--- src/rtl/sram_test_pkg.sv ---
// Shared types and helpers for the SRAM pattern self-test.
// Contents:
//   state_t          - sequencer state encoding
//   TEST_RESULT_*    - codes on the 2-bit test_result bus (also decoded by the LED driver)
//   pat()            - test pattern generator, evaluated at PAT_W bits; callers truncate
package sram_test_pkg;

    typedef enum logic [2:0] {
        IDLE,
        WR_SETUP,
        WR_PULSE,
        WR_HOLD,
        RD_SETUP,
        RD_WAIT,
        RD_CHECK,
        DONE
    } state_t;

    localparam logic [1:0] TEST_RESULT_IDLE = 2'b00;
    localparam logic [1:0] TEST_RESULT_PASS = 2'b01;
    localparam logic [1:0] TEST_RESULT_FAIL = 2'b10;

    // Widest address/data the pattern helper supports.
    localparam int unsigned PAT_W = 32;

    // Address XOR seed, inverted on the second pass.
    function automatic logic [PAT_W-1:0] pat(input logic [PAT_W-1:0] addr,
                                             input logic             pass,
                                             input logic [PAT_W-1:0] seed);
        logic [PAT_W-1:0] base;
        base = addr ^ seed;
        return pass ? ~base : base;
    endfunction

endpackage

--- src/rtl/sram_access_timer.sv ---
// Strobe-width down-counter shared by the write and read strobes.
// Ports:
//   sysClock  in   clock
//   reset     in   synchronous active-high reset
//   load      in   restart the count; the strobe starts on the following cycle
//   done_c    out  high during the last cycle of the strobe (combinational decode)
module sram_access_timer #(
    parameter int unsigned CYCLES = 2
) (
    input  logic sysClock,
    input  logic reset,
    input  logic load,
    output logic done_c
);

    localparam int unsigned CNT_W = (CYCLES > 1) ? $clog2(CYCLES) : 1;

    logic [CNT_W-1:0] count_q;

    // Loaded with CYCLES-1 so done_c rises exactly CYCLES cycles after the load.
    always_ff @(posedge sysClock) begin
        if (reset) begin
            count_q <= '0;
        end else if (load) begin
            count_q <= CNT_W'(CYCLES - 1);
        end else if (count_q != '0) begin
            count_q <= count_q - CNT_W'(1);
        end
    end

    assign done_c = (count_q == '0);

endmodule

--- src/rtl/sram_pattern_tester.sv ---
// Self-test sequencer for the external framebuffer SRAM. Writes pat(a) to every
// address, reads it all back and compares, then repeats with the inverted pattern.
// Optional feature: define SRAMTEST_CONTINUOUS_EN to loop forever after each pass,
// counting completed passing runs on run_count.
// Ports:
//   sysClock      in   clock
//   reset         in   synchronous active-high reset
//   start         in   one-cycle start pulse, honoured only in IDLE
//   sram_addr     out  SRAM address
//   sram_wdata    out  SRAM write data
//   sram_data_oe  out  1 = drive the SRAM data pads
//   sram_rdata    in   SRAM read data from the pads
//   sram_we_n     out  active-low write strobe
//   sram_oe_n     out  active-low output enable
//   busy          out  test in progress
//   fail_addr     out  address of the first miscompare
//   run_count     out  passing runs (SRAMTEST_CONTINUOUS_EN only)
//   test_result   out  00 idle/running, 01 pass, 10 fail
module sram_pattern_tester
    import sram_test_pkg::*;
#(
    parameter int unsigned ADDR_W        = 18,
    parameter int unsigned DATA_W        = 16,
    parameter int unsigned ACCESS_CYCLES = 2,
    parameter logic [15:0] SEED          = 16'hA5C3
) (
    input  logic              sysClock,
    input  logic              reset,
    input  logic              start,
    output logic [ADDR_W-1:0] sram_addr,
    output logic [DATA_W-1:0] sram_wdata,
    output logic              sram_data_oe,
    input  logic [DATA_W-1:0] sram_rdata,
    output logic              sram_we_n,
    output logic              sram_oe_n,
    output logic              busy,
    output logic [ADDR_W-1:0] fail_addr,
`ifdef SRAMTEST_CONTINUOUS_EN
    output logic [31:0]       run_count,
`endif
    output logic [1:0]        test_result
);

    localparam logic [DATA_W-1:0] SEED_D = DATA_W'(SEED);

    state_t            state_q, state_d;
    logic [ADDR_W-1:0] addr_q, addr_d;
    logic              pass_q, pass_d;
    logic [ADDR_W-1:0] fail_addr_q, fail_addr_d;
    logic [1:0]        result_q, result_d;
    logic              busy_q, busy_d;
    logic [DATA_W-1:0] rdata_q, rdata_d;
    logic [DATA_W-1:0] wdata_q, wdata_d;
    logic              we_n_q, we_n_d;
    logic              oe_n_q, oe_n_d;
    logic              data_oe_q, data_oe_d;
    logic              timer_load_c;
    logic              timer_done_c;
    logic              last_addr_c;
    logic [DATA_W-1:0] expect_c;
`ifdef SRAMTEST_CONTINUOUS_EN
    logic [31:0]       run_count_q, run_count_d;
`endif

    sram_access_timer #(
        .CYCLES (ACCESS_CYCLES)
    ) u_timer (
        .sysClock (sysClock),
        .reset    (reset),
        .load     (timer_load_c),
        .done_c   (timer_done_c)
    );

    assign last_addr_c = (addr_q == '1);
    assign expect_c    = DATA_W'(pat(PAT_W'(addr_q), pass_q, PAT_W'(SEED_D)));

    // State register and all registered outputs.
    always_ff @(posedge sysClock) begin
        if (reset) begin
            state_q     <= IDLE;
            addr_q      <= '0;
            pass_q      <= 1'b0;
            fail_addr_q <= '0;
            result_q    <= TEST_RESULT_IDLE;
            busy_q      <= 1'b0;
            rdata_q     <= '0;
            wdata_q     <= '0;
            we_n_q      <= 1'b1;
            oe_n_q      <= 1'b1;
            data_oe_q   <= 1'b0;
`ifdef SRAMTEST_CONTINUOUS_EN
            run_count_q <= '0;
`endif
        end else begin
            state_q     <= state_d;
            addr_q      <= addr_d;
            pass_q      <= pass_d;
            fail_addr_q <= fail_addr_d;
            result_q    <= result_d;
            busy_q      <= busy_d;
            rdata_q     <= rdata_d;
            wdata_q     <= wdata_d;
            we_n_q      <= we_n_d;
            oe_n_q      <= oe_n_d;
            data_oe_q   <= data_oe_d;
`ifdef SRAMTEST_CONTINUOUS_EN
            run_count_q <= run_count_d;
`endif
        end
    end

    // Next-state, datapath and strobe decode.
    always_comb begin
        state_d      = state_q;
        addr_d       = addr_q;
        pass_d       = pass_q;
        fail_addr_d  = fail_addr_q;
        result_d     = result_q;
        busy_d       = busy_q;
        rdata_d      = rdata_q;
        timer_load_c = 1'b0;
`ifdef SRAMTEST_CONTINUOUS_EN
        run_count_d  = run_count_q;
`endif

        case (state_q)
            IDLE: begin
                if (start) begin
                    state_d  = WR_SETUP;
                    busy_d   = 1'b1;
                    result_d = TEST_RESULT_IDLE;
                    addr_d   = '0;
                    pass_d   = 1'b0;
                end
            end
            WR_SETUP: begin
                timer_load_c = 1'b1;
                state_d      = WR_PULSE;
            end
            WR_PULSE: begin
                if (timer_done_c) state_d = WR_HOLD;
            end
            WR_HOLD: begin
                if (last_addr_c) begin
                    addr_d  = '0;
                    state_d = RD_SETUP;
                end else begin
                    addr_d  = addr_q + ADDR_W'(1);
                    state_d = WR_SETUP;
                end
            end
            RD_SETUP: begin
                timer_load_c = 1'b1;
                state_d      = RD_WAIT;
            end
            RD_WAIT: begin
                if (timer_done_c) begin
                    rdata_d = sram_rdata;
                    state_d = RD_CHECK;
                end
            end
            RD_CHECK: begin
                if (rdata_q != expect_c) begin
                    fail_addr_d = addr_q;
                    result_d    = TEST_RESULT_FAIL;
                    busy_d      = 1'b0;
                    state_d     = DONE;
                end else if (last_addr_c && !pass_q) begin
                    pass_d  = 1'b1;
                    addr_d  = '0;
                    state_d = WR_SETUP;
                end else if (last_addr_c) begin
                    result_d = TEST_RESULT_PASS;
                    state_d  = DONE;
`ifdef SRAMTEST_CONTINUOUS_EN
                    run_count_d = run_count_q + 32'd1;
`else
                    busy_d = 1'b0;
`endif
                end else begin
                    addr_d  = addr_q + ADDR_W'(1);
                    state_d = RD_SETUP;
                end
            end
            DONE: begin
                state_d = IDLE;
`ifdef SRAMTEST_CONTINUOUS_EN
                // A passing run restarts immediately; result stays at PASS.
                if (result_q == TEST_RESULT_PASS) begin
                    state_d = WR_SETUP;
                    pass_d  = 1'b0;
                    addr_d  = '0;
                end
`endif
            end
            default: state_d = IDLE;
        endcase

        // Strobes follow the state being entered so they register in step with it.
        we_n_d    = (state_d != WR_PULSE);
        oe_n_d    = (state_d != RD_WAIT);
        data_oe_d = (state_d == WR_SETUP) || (state_d == WR_PULSE) || (state_d == WR_HOLD);
        wdata_d   = (state_d == WR_SETUP)
                  ? DATA_W'(pat(PAT_W'(addr_d), pass_d, PAT_W'(SEED_D)))
                  : wdata_q;
    end

    assign sram_addr    = addr_q;
    assign sram_wdata   = wdata_q;
    assign sram_data_oe = data_oe_q;
    assign sram_we_n    = we_n_q;
    assign sram_oe_n    = oe_n_q;
    assign busy         = busy_q;
    assign fail_addr    = fail_addr_q;
    assign test_result  = result_q;
`ifdef SRAMTEST_CONTINUOUS_EN
    assign run_count    = run_count_q;
`endif

endmodule

--- config.mk ---
export PLATFORM = sky130hd
export DESIGN_NAME = sram_pattern_tester
export DESIGN_NICKNAME = d
export VERILOG_FILES = /design/src/rtl/sram_test_pkg.sv /design/src/rtl/sram_access_timer.sv /design/src/rtl/sram_pattern_tester.sv
export SDC_FILE = /design/constraint.sdc
export NUM_CORES = 1
export LEC_CHECK = 0
export CAP_MARGIN = 20
export CORE_MARGIN = 2
export CORE_UTILIZATION = 40
export DETAILED_ROUTE_END_ITERATION = 10
export SKIP_LAST_GASP = 1
export SLEW_MARGIN = 20
export SYNTH_ARGS = -nofsm -noshare
export SYNTH_HDL_FRONTEND = slang
export SYNTH_HIERARCHICAL = 1
export SYNTH_SLANG_ARGS = --single-unit
--- constraint.sdc ---
create_clock -name sysClock -period 4.2 [get_ports sysClock]
set_input_delay 0.63 -clock sysClock [delete_from_list [all_inputs] [get_ports sysClock]]
set_output_delay 0.63 -clock sysClock [all_outputs]
set_load 0.01 [all_outputs]
==> metrics.md, run 1 <==
| Metric | Value |
|---|---|
| Final HPWL DP | `9460 µm` |
| Initial antenna violation count | `0` |
| Sequential fraction of the synthesis area | `0.395` |
| Non-Filler Instances | `709` |
| First-pass GRT wire length | `~22000 µm` |
| Worst Path Arrival | `3.76 ns` |
| Critical Path Sink Type | `flip-flop` |
| Asr flop ratio synth | `0` |
| Final setup TNS | `0 ns` |
| Min cycle time layout | `between 3 and 4 ns` |
| CTS clk-pin slew, worst paths | `0.08 ns` |
| Fraction of layout cells with a size suffix above 1 | `0.0747` |
| CTS tree | `yes` |
| Synth top area share | `0.395` |
| Clk Latency, worst-skew pair | `0.37 ns` |
| Clk Tree Root Cell | `clkbuf_8` |
| Clk sinks | `79` |
| Lkg Pwr | `1.78 nW` |
| Startpoint types | `flip-flop` |
| Nets | `592` |
| Clk_skew | `0.00923 ns` |
| Final hold viol count | `0` |
| Max Fclk | `288 MHz` |
| 1st-pass router iterations | `5` |
| Syn_nets | `531` |
| DRC viols | `0` |
| Site Rows | `36` |
| Post-CTS sizing | `0` |
| Count leader, synth | `nand2_1` |
| Synthesized flop and latch total | `79` |
| Ys flop type | `dfxtp_1` |
| Hold Buf Count CTS | `0` |
| DRT antenna net count | `0` |
| Number of enable flip-flop cells after synthesis | `0` |
| Final Max Tran Viols | `0` |
| RSZ-0062 raised after global routing | `false` |
| Largest net degree at the start of global routing | `60` |
| Avg Inst Size Synth | `7.86 µm²` |
| Cell accounting for the most synthesized area | `dfxtp_1` |
| Area contributors post-synth | `dfxtp_1 (39%), nand2_1 (7.9%), a21oi_1 (7.4%)` |
| Final setup viols | `0` |
| Total gr overflow | `0` |
| Die Width | `104 µm` |
| Max-capacitance violation count | `0` |
| Total chip power | `0.00156 W` |
| Gp weighted congestion | `roughly 0.93` |
| Worst VDD drop | `0.000217 V` |
| Synth Cell Area | `0.00401 mm²` |
| Slew headroom | `0.506` |
| WS Path Type | `reg2reg` |
| HP Class | `reg2reg` |
| Vias in the first global route | `3854` |
| WL final | `13200 µm` |
| Die ar. | `0.0108 mm²` |
| Syn. warnings | `6` |
| Fin crit share | `0.826` |
| DRT iter0 DRCs | `285` |
| Boundary pin count | `77` |
| # Post-CTS Setup Buffers | `0` |
| Max clock buf depth | `2` |
| Routed vias/inst | `5.60` |
| Routed WL per cell | `18.7 µm` |
| Unique masters post-synth | `59` |
| Placed cells | `692` |
| Worst Path Required | `4.49 ns` |
| Synth Instances | `just over 500` |
| Max FO, Critical Path | `12` |
| Total track usage | `0.253` |
| Antenna cells | `0` |
| Power per cell area | `308 mW/mm²` |
| TritonCTS buffer count | `9` |
| Initial core utilization | `0.412` |
| Htree depth | `3` |
| List of most frequent post-synthesis cells | `nand2_1 (84), dfxtp_1 (79), a21oi_1 (59)` |
| CORE AREA | `0.00973 mm²` |
| Vert. Die Dim | `~100 µm` |
| IO Port Bufs | `76` |
| Layout area overhead | `26.2%` |
| Vias post-DR | `~4000` |
| Worst slew pin tran | `0.740 ns` |
| Status | `finished, final reports clean` |
placed cells by master (no fill, tap or decap), drive strengths merged, types with 3 or more instances in the layout:
master,n
o21ai,16
a21o,11
nor3,11
nor2,41
a21oi,59
nand4,8
nand3,28
xor2,11
nand2b,4
a211oi,8
and3,3
o311ai,5
or4,3
a22o,3
a211o,3
or2,3
o211ai,10
clkbuf,11
clkdlybuf4s50,75
dfxtp,79
inv,13
and2,6
nor2b,7
buf,12
xnor2,8
mux2i,10
nor4,4
or3,4
a22oi,3
nand2,86
o221ai,3
cells by family (layout without fill, tap and decap cells):
family	after synthesis	count (layout)	share of synthesized area
xor gates and xnor gates	19	19	0.0415
DFF	79	79	0.395
buffers and inverters	49	115	0.0493
and+or+nand+nor	211	211	0.245
AOI/OAI and AO/OA	139	139	0.235
adders and majority gates	2	2	0.00624
muxes	11	11	0.0278
where the power goes:
part	internal [W]	switching (W)	total, W
sequential	0.000770	0.0000194	0.000789
combinational	0.0000844	0.0000998	0.000184
clock	0.000291	0.000293	0.000584
critical path: stages, from the launching register on:
cell	delay, ns
dfxtp_1	0.57
nand2_1	0.15
nor3_1	0.53
and4_1	0.50
mux2_2	0.42
a211oi_2	0.47
nand2_1	0.11
buf_4	0.19
or3_1	0.37
o211ai_1	0.09
per-stage QoR:
stage | hold WS, ns | setup WS (ns) | util | area, µm²
final | 0.455 | 0.733 | 0.520 | 5060
after global routing | 0.475 | 0.553 | 0.520 | 5060
after CTS | 0.460 | 0.826 | 0.519 | 5050
after detailed placement | 0.439 | 0.877 | 0.499 | 4850
after global placement | 0.436 | 0.969 | 0.499 | 4850
after floorplan | 0.448 | 1.27 | - | 4010
final cells by class:
| type | instances | area [µm²] |
|---|---|---|
| Fill cell | 962 | 4670 |
| Clock buffer | 11 | 141 |
| Inverter | 12 | 45.0 |
| Tap cell | 133 | 166 |
| Sequential cell | 79 | 1580 |
| Multi-Input combinational cell | 382 | 2230 |
| Clock inverter | 5 | 56.3 |
| Timing Repair Buffer | 87 | 838 |
registers in the layout (all words and copies together) (netlist names):
signal	cells
busy	1
sram_data_oe	1
u_timer/count_q	1
sram_we_n	1
test_result	2
sram_addr	18
fail_addr	18
sram_oe_n	1
rdata_q	16
sram_wdata	16
state_q	3
pass_q	1
path summary, 6_finish.rpt:
check	cells past startpoint	to	from	slack (ns)
hold reg to reg	2	fail_addr[16]	fail_addr[16]	0.45
setup reg to reg	9	sram_wdata[9]	sram_addr[6]	0.73
setup / recovery	9	sram_wdata[9]	sram_addr[6]	0.73
hold / removal	2	fail_addr[16]	fail_addr[16]	0.45
metal layers:
layer | GRT usage | vias up | share of wire
li1 | - | 1923 | -
met1 | 0.348 | 1925 | 0.48
met2 | 0.402 | 105 | 0.45
met3 | 0.0432 | 18 | 0.045
met4 | 0.0830 | 0 | 0.018
met5 | 0 | - | 0
Power figures use the tool's default switching activity.
==> run 2, diff against run 1 <==
PLACE_DENSITY = 0.67   (was unset)
clock period = 2.8 ns   (was 4.2 ns; I/O delays follow)
==> run 2 against run 1 <==
Effect of this change: routed wire length rose by 2.6%; via count increased by 4.3%; clock skew up 0.0013 ns; clock power grew 65%; die area is the same; flip-flop and latch count did not move; largest power group unchanged.
==> metrics.md, run 2 (synthesized netlist as in run 1, its figures left out) <==
| Metric | Value |
|---|---|
| Boundary pin count | `77 (unchanged)` |
| Lkg Pwr | `2.07 nW (+16%)` |
| RSZ-0062 raised after global routing | `false` |
| Max FO, Critical Path | `17 (+5)` |
| Die Width | `104 µm (unchanged)` |
| Reg2reg end | `sram_wdata[8]` |
| First-pass GRT wire length | `21800 µm (+0.93%)` |
| DP Worst Slack | `0.0142 ns (-0.863 ns)` |
| Worst hold path depth | `2 (unchanged)` |
| WL final | `13600 µm (+2.6%)` |
| Initial core utilization | `0.412 (unchanged)` |
| Startpoint types | `flip-flop` |
| Final Max Tran Viols | `0 (unchanged)` |
| Initial antenna violation count | `0 (unchanged)` |
| Routed vias/inst | `5.45 (-2.7%)` |
| Htree depth | `3 (unchanged)` |
| DRT iter0 DRCs | `250 (-12%)` |
| HP Class | `in2reg` |
| Fraction of layout cells with a size suffix above 1 | `0.161 (+0.0864)` |
| Status | `finished, final reports clean` |
| Hold path start | `reset` |
| Vias in the first global route | `4046 (+5.0%)` |
| Gp weighted congestion | `0.970 (+4.2%)` |
| TritonCTS buffer count | `9 (unchanged)` |
| Worst Path Arrival | `2.92 ns (-0.84 ns)` |
| Clk sinks | `79 (unchanged)` |
| Commonest non-fill, non-tap cells in the layout | `nand2_1 (84), dfxtp_1 (77), clkdlybuf4s50_1 (75)` |
| Final worst slack | `0.157 ns (-0.575 ns)` |
| Die ar. | `0.0108 mm² (unchanged)` |
| Worst VDD drop | `0.000505 V (+130%)` |
| Critical Path, Cell by Cell | `or3_1 > a211oi_2 > o211ai_1 > buf_12 > o311ai_0 > o311ai_2 > mux2i_1 > a21o_1` |
| Clk Tree Root Cell | `clkbuf_8` |
| R2r setup slk | `0.16 ns (-0.58 ns)` |
| Layout area overhead | `37.8%` |
| Antenna cells | `0 (unchanged)` |
| DRT antenna net count | `0 (unchanged)` |
| Nets | `643 (+8.6%)` |
| Hold Buf Count CTS | `0 (unchanged)` |
| Total chip power | `0.00245 W (+57%)` |
| IO Port Bufs | `76 (unchanged)` |
| Site Rows | `36 (unchanged)` |
| Critical Path Sink Type | `flip-flop` |
| Final hold viol count | `0 (unchanged)` |
| Final HPWL DP | `10200 µm (+7.9%)` |
| Worst path slowest cell | `or3_1` |
| Max clock buf depth | `2 (unchanged)` |
| R2R depth | `8 (-1)` |
| Vert. Die Dim | `104 µm (unchanged)` |
| Total gr overflow | `0 (unchanged)` |
| Fin crit share | `0.944 (+0.118)` |
| CTS clk-pin slew, worst paths | `0.08 ns (about the same)` |
| CTS tree | `yes` |
| Hold Path End | `fail_addr[3]` |
| Largest net degree at the start of global routing | `51 (-15%)` |
| Util after Layout | `0.568 (+0.0480)` |
| Vias post-DR | `4143 (+4.3%)` |
| Worst Path Required | `3.07 ns (-1.42 ns)` |
| Power per cell area | `444 mW/mm² (+44%)` |
| Clk_skew | `0.0105 ns (+0.00131 ns)` |
| Clk Latency, worst-skew pair | `0.37 ns (about the same)` |
| Max Fclk | `378 MHz (+31%)` |
| CORE AREA | `0.00973 mm² (unchanged)` |
| Routed WL per cell | `17.9 µm (-4.3%)` |
| Slew headroom | `0.601 (+0.0956)` |
| 1st-pass router iterations | `5 (unchanged)` |
| Final setup TNS | `0 ns (unchanged)` |
| Worst R2R Start | `pass_q` |
| Worst path max stage delay | `0.44 ns (-0.13 ns)` |
| WS Path Type | `reg2reg` |
| # Post-CTS Setup Buffers | `0 (unchanged)` |
| Max-capacitance violation count | `0 (unchanged)` |
| Final setup viols | `0 (unchanged)` |
| Total track usage | `0.257 (+0.00437)` |
| Min cycle time layout | `2.64 ns (-0.825 ns)` |
| Commonest non-fill, non-tap cell in the layout | `nand2_1` |
| Worst slew pin tran | `0.597 ns (-0.142 ns)` |
| Fillers | `921 (-4.3%)` |
| DRC viols | `0 (unchanged)` |
## run 2: cell types whose count changed in the layout (fill, tap and decap cells not counted), moves of 2 or more
cell / previous run / this run
nor2_1: 40 / 38
dfxtp_2: 0 / 2
dfxtp_1: 79 / 77
buf_4: 11 / 60
buf_12: 0 / 2
nor2_2: 1 / 3
## run 2: final cells by class
cell class | instances | area [µm²] | area share
clock buffers | 13 | 159 | 0.0288
clock inverters | 3 | 65.1 | 0.0118
inverters | 12 | 45.0 | 0.00815
multi-input cells | 382 | 2260 | 0.409
flip-flops and latches | 79 | 1580 | 0.287
well taps | 133 | 166 | 0.0301
repair buffers | 138 | 1250 | 0.226
## run 2: where the power goes
| part | switching (W) | internal, W | leakage [nW] | total (W) |
|---|---|---|---|---|
| Combinational | 0.000157 | 0.000147 | 1.32 | 0.000304 |
| Sequential | 0.0000290 | 0.00116 | 0.641 | 0.00118 |
| Clock | 0.000412 | 0.000550 | 0.114 | 0.000962 |
| Total | 0.000598 | 0.00185 | 2.07 | 0.00245 |
## run 2: worst max path at each step
| stage | start | to | slack [ns] | cells after the start |
|---|---|---|---|---|
| after floorplan | sram_addr[0] | sram_wdata[14] | 0.02 | 11 |
| after global placement | sram_addr[0] | sram_wdata[14] | 0.03 | 9 |
| after detailed placement | sram_addr[0] | sram_wdata[4] | 0.01 | 9 |
| after CTS | sram_addr[0] | sram_wdata[9] | 0.03 | 9 |
| after global routing | sram_addr[0] | sram_wdata[12] | 0.005 | 10 |
| final | pass_q | sram_wdata[8] | 0.16 | 8 |
## run 2: what timing repair did
action	in CTS	in global routing
gates cloned	0	0
resized for setup	1	5
endpoints found under the setup margin	2	20
## run 2: per-layer routing
| layer | up-vias | wire length [µm] | track usage |
|---|---|---|---|
| met5 | - | 0 | 0 |
| met4 | 0 | 476 | 0.111 |
| met3 | 25 | 689 | 0.0633 |
| met2 | 121 | 6010 | 0.387 |
| met1 | 1972 | 6400 | 0.350 |
| li1 | 2025 | - | - |
## run 2: per-stage QoR
step,cells,cell area [µm²],hold WS [ns]
6_report,760,5520,0.437
5_1_grt,760,5520,0.430
4_1_cts,760,5510,0.422
3_5_place_dp,744,5280,0.440
3_3_place_gp,744,5280,0.437
2_1_floorplan,510,4020,0.448
## run 2: worst max-delay path: cells and delay by family, from the launching register on
kind                   cells  cell delay, ns
AOI/OAI and AO/OA          5            1.31
muxes                      1            0.16
buffers and inverters      1            0.21
and+or+nand+nor            1            0.44
DFF                        1            0.42
==> run 3, diff against run 2 <==
PLACE_DENSITY = unset   (was 0.67)
clock period = 3.18 ns   (was 2.8 ns; I/O delays follow)
==> run 3 against run 2 <==
Effect of this change: setup slack better by 0.11 ns; largest power group unchanged; register-to-register slack better by 0.11 ns; clock skew rose by 0.0028 ns; final cell count fell by 3.0%; highest routed layer unchanged; combinational power down 16%; total power shrank 17%; routed wire length decreased by 0.20%; first-iteration DRC count up 41%; critical path type unchanged.
==> metrics.md, run 3 (synthesized netlist as in run 1, its figures left out) <==
| Metric | Value |
|---|---|
| Clk sinks | `79 (unchanged)` |
| Initial antenna violation count | `0 (unchanged)` |
| Routed WL per cell | `18.4 µm (+2.9%)` |
| Layout area overhead | `31.8%` |
| Initial core utilization | `0.412 (unchanged)` |
| Worst slew pin tran | `0.737 ns (+0.140 ns)` |
| DRT antenna net count | `0 (unchanged)` |
| Slew headroom | `0.508 (-0.0934)` |
| Largest net degree at the start of global routing | `26 (-49%)` |
| Nets | `622 (-3.3%)` |
| Clk Tree Root Cell | `clkbuf_8` |
| Total track usage | `0.257 (about the same)` |
| Worst Path Arrival | `3.13 ns (+0.21 ns)` |
| Commonest non-fill, non-tap cell in the layout | `nand2_1` |
| Routed vias/inst | `5.56 (+2.0%)` |
| Die Width | `104 µm (unchanged)` |
| Fraction of layout cells with a size suffix above 1 | `0.119 (-0.0419)` |
| Max-capacitance violation count | `0 (unchanged)` |
| Die ar. | `0.0108 mm² (unchanged)` |
| First-pass GRT wire length | `22200 µm (+2.1%)` |
| Total gr overflow | `0 (unchanged)` |
| HP Class | `reg2reg` |
| Worst hold slack | `0.456 ns (+0.0188 ns)` |
| Vert. Die Dim | `104 µm (unchanged)` |
| Worst VDD drop | `0.000222 V (-56%)` |
| CTS clk-pin slew, worst paths | `0.08 ns (about the same)` |
| DRT iter0 DRCs | `353 (+41%)` |
| Final Max Tran Viols | `0 (unchanged)` |
| Final setup viols | `0 (unchanged)` |
| Clk_skew | `0.0134 ns (+0.00285 ns)` |
| Power per cell area | `384 mW/mm² (-13%)` |
| Htree depth | `3 (unchanged)` |
| RSZ-0062 raised after global routing | `false` |
| 1st-pass router iterations | `5 (unchanged)` |
| Site Rows | `36 (unchanged)` |
| CORE AREA | `0.00973 mm² (unchanged)` |
| Critical Path Sink Type | `flip-flop` |
| Status | `finished, final reports clean` |
| IO Port Bufs | `76 (unchanged)` |
| R2r setup slk | `0.27 ns (+0.11 ns)` |
| DRC viols | `0 (unchanged)` |
| Post-CTS sizing | `0 (-1)` |
| Worst Path Required | `3.40 ns (+0.33 ns)` |
| Startpoint types | `flip-flop` |
| Gp weighted congestion | `0.910 (-6.2%)` |
| CTS tree | `yes` |
| Antenna cells | `0 (unchanged)` |
| Final HPWL DP | `10100 µm (-1.1%)` |
| Final hold viol count | `0 (unchanged)` |
| Vias post-DR | `4099 (-1.1%)` |
| Hold Buf Count CTS | `0 (unchanged)` |
| Fin crit share | `0.916 (-0.0276)` |
| WL final | `13500 µm (-0.20%)` |
| Clk Latency, worst-skew pair | `0.35 ns (-0.02 ns)` |
| # Post-CTS Setup Buffers | `0 (unchanged)` |
| Boundary pin count | `77 (unchanged)` |
| Final setup TNS | `0 ns (unchanged)` |
| Max Fclk | `343 MHz (-9.3%)` |
| Lkg Pwr | `1.94 nW (-6.4%)` |
| Max clock buf depth | `2 (unchanged)` |
| TritonCTS buffer count | `9 (unchanged)` |
| WS Path Type | `reg2reg` |
| Min cycle time layout | `2.91 ns (+0.271 ns)` |
| Commonest non-fill, non-tap cells in the layout | `nand2_1 (84), dfxtp_1 (79), clkdlybuf4s50_1 (75)` |
| Vias in the first global route | `4114 (+1.7%)` |
| Max FO, Critical Path | `8 (-9)` |
==> run 3: cell types whose count changed in the layout (fill, tap and decap cells not counted), sizes merged <==
cell and change:
clkinv +1, bufinv -1, clkinvlp +1, buf -21
clkbuf -3
==> run 3: layer usage <==
layer | track usage | share of wire | wire (µm)
met4 | 0.0830 | 0.025 | 341
met3 | 0.0495 | 0.060 | 819
met2 | 0.402 | 0.45 | 6120
met5 | 0 | 0 | 0
met1 | 0.356 | 0.46 | 6270
==> run 3: layout make-up <==
class	count	area [µm²]
clock buffer	10	138
tap	133	166
timing repair buffer	117	1080
clock inverter	4	47.5
fill	979	4450
multi-input combinational	382	2230
inverter	12	45.0
sequential	79	1580
==> run 3: worst paths after layout <==
| check | start | depth (start not counted) | end |
|---|---|---|---|
| max reg2reg | sram_addr[7] | 9 | sram_wdata[14] |
| min reg2reg | fail_addr[11] | 2 | fail_addr[11] |
| min | fail_addr[11] | 2 | fail_addr[11] |
| max | sram_addr[7] | 9 | sram_wdata[14] |
==> run 3: per-stage QoR <==
| stage | instances | util | total power (W) | area (µm²) | worst slack [ns] |
|---|---|---|---|---|---|
| detailed placement | 723 | 0.524 | 0.00131 | 5100 | 0.328 |
| CTS | 737 | 0.543 | 0.00204 | 5280 | 0.315 |
| global route | 737 | 0.543 | 0.00213 | 5280 | 0.122 |
| finish | 737 | 0.543 | 0.00203 | 5280 | 0.266 |
| global placement | 723 | 0.524 | 0.00131 | 5100 | 0.288 |
| floorplan | 510 | - | 0.00120 | 4010 | 0.248 |
==> run 3: critical path: stages, from the launching register on <==
cell and delay [ns]:
dfxtp_1 0.62, xor2_1 0.22, nand2_1 0.10, or4_4 0.53, a2111oi_0 0.51, buf_4 0.21
a211oi_1 0.06, nor4_1 0.30, a211o_1 0.16, o211ai_1 0.08
==> run 3: where the power goes <==
part           total [W]  leakage, nW  switching (W)  internal (W)
Combinational   0.000256         1.20       0.000139      0.000117
Clock           0.000732       0.0940       0.000359      0.000373
Sequential       0.00104        0.640      0.0000237       0.00102
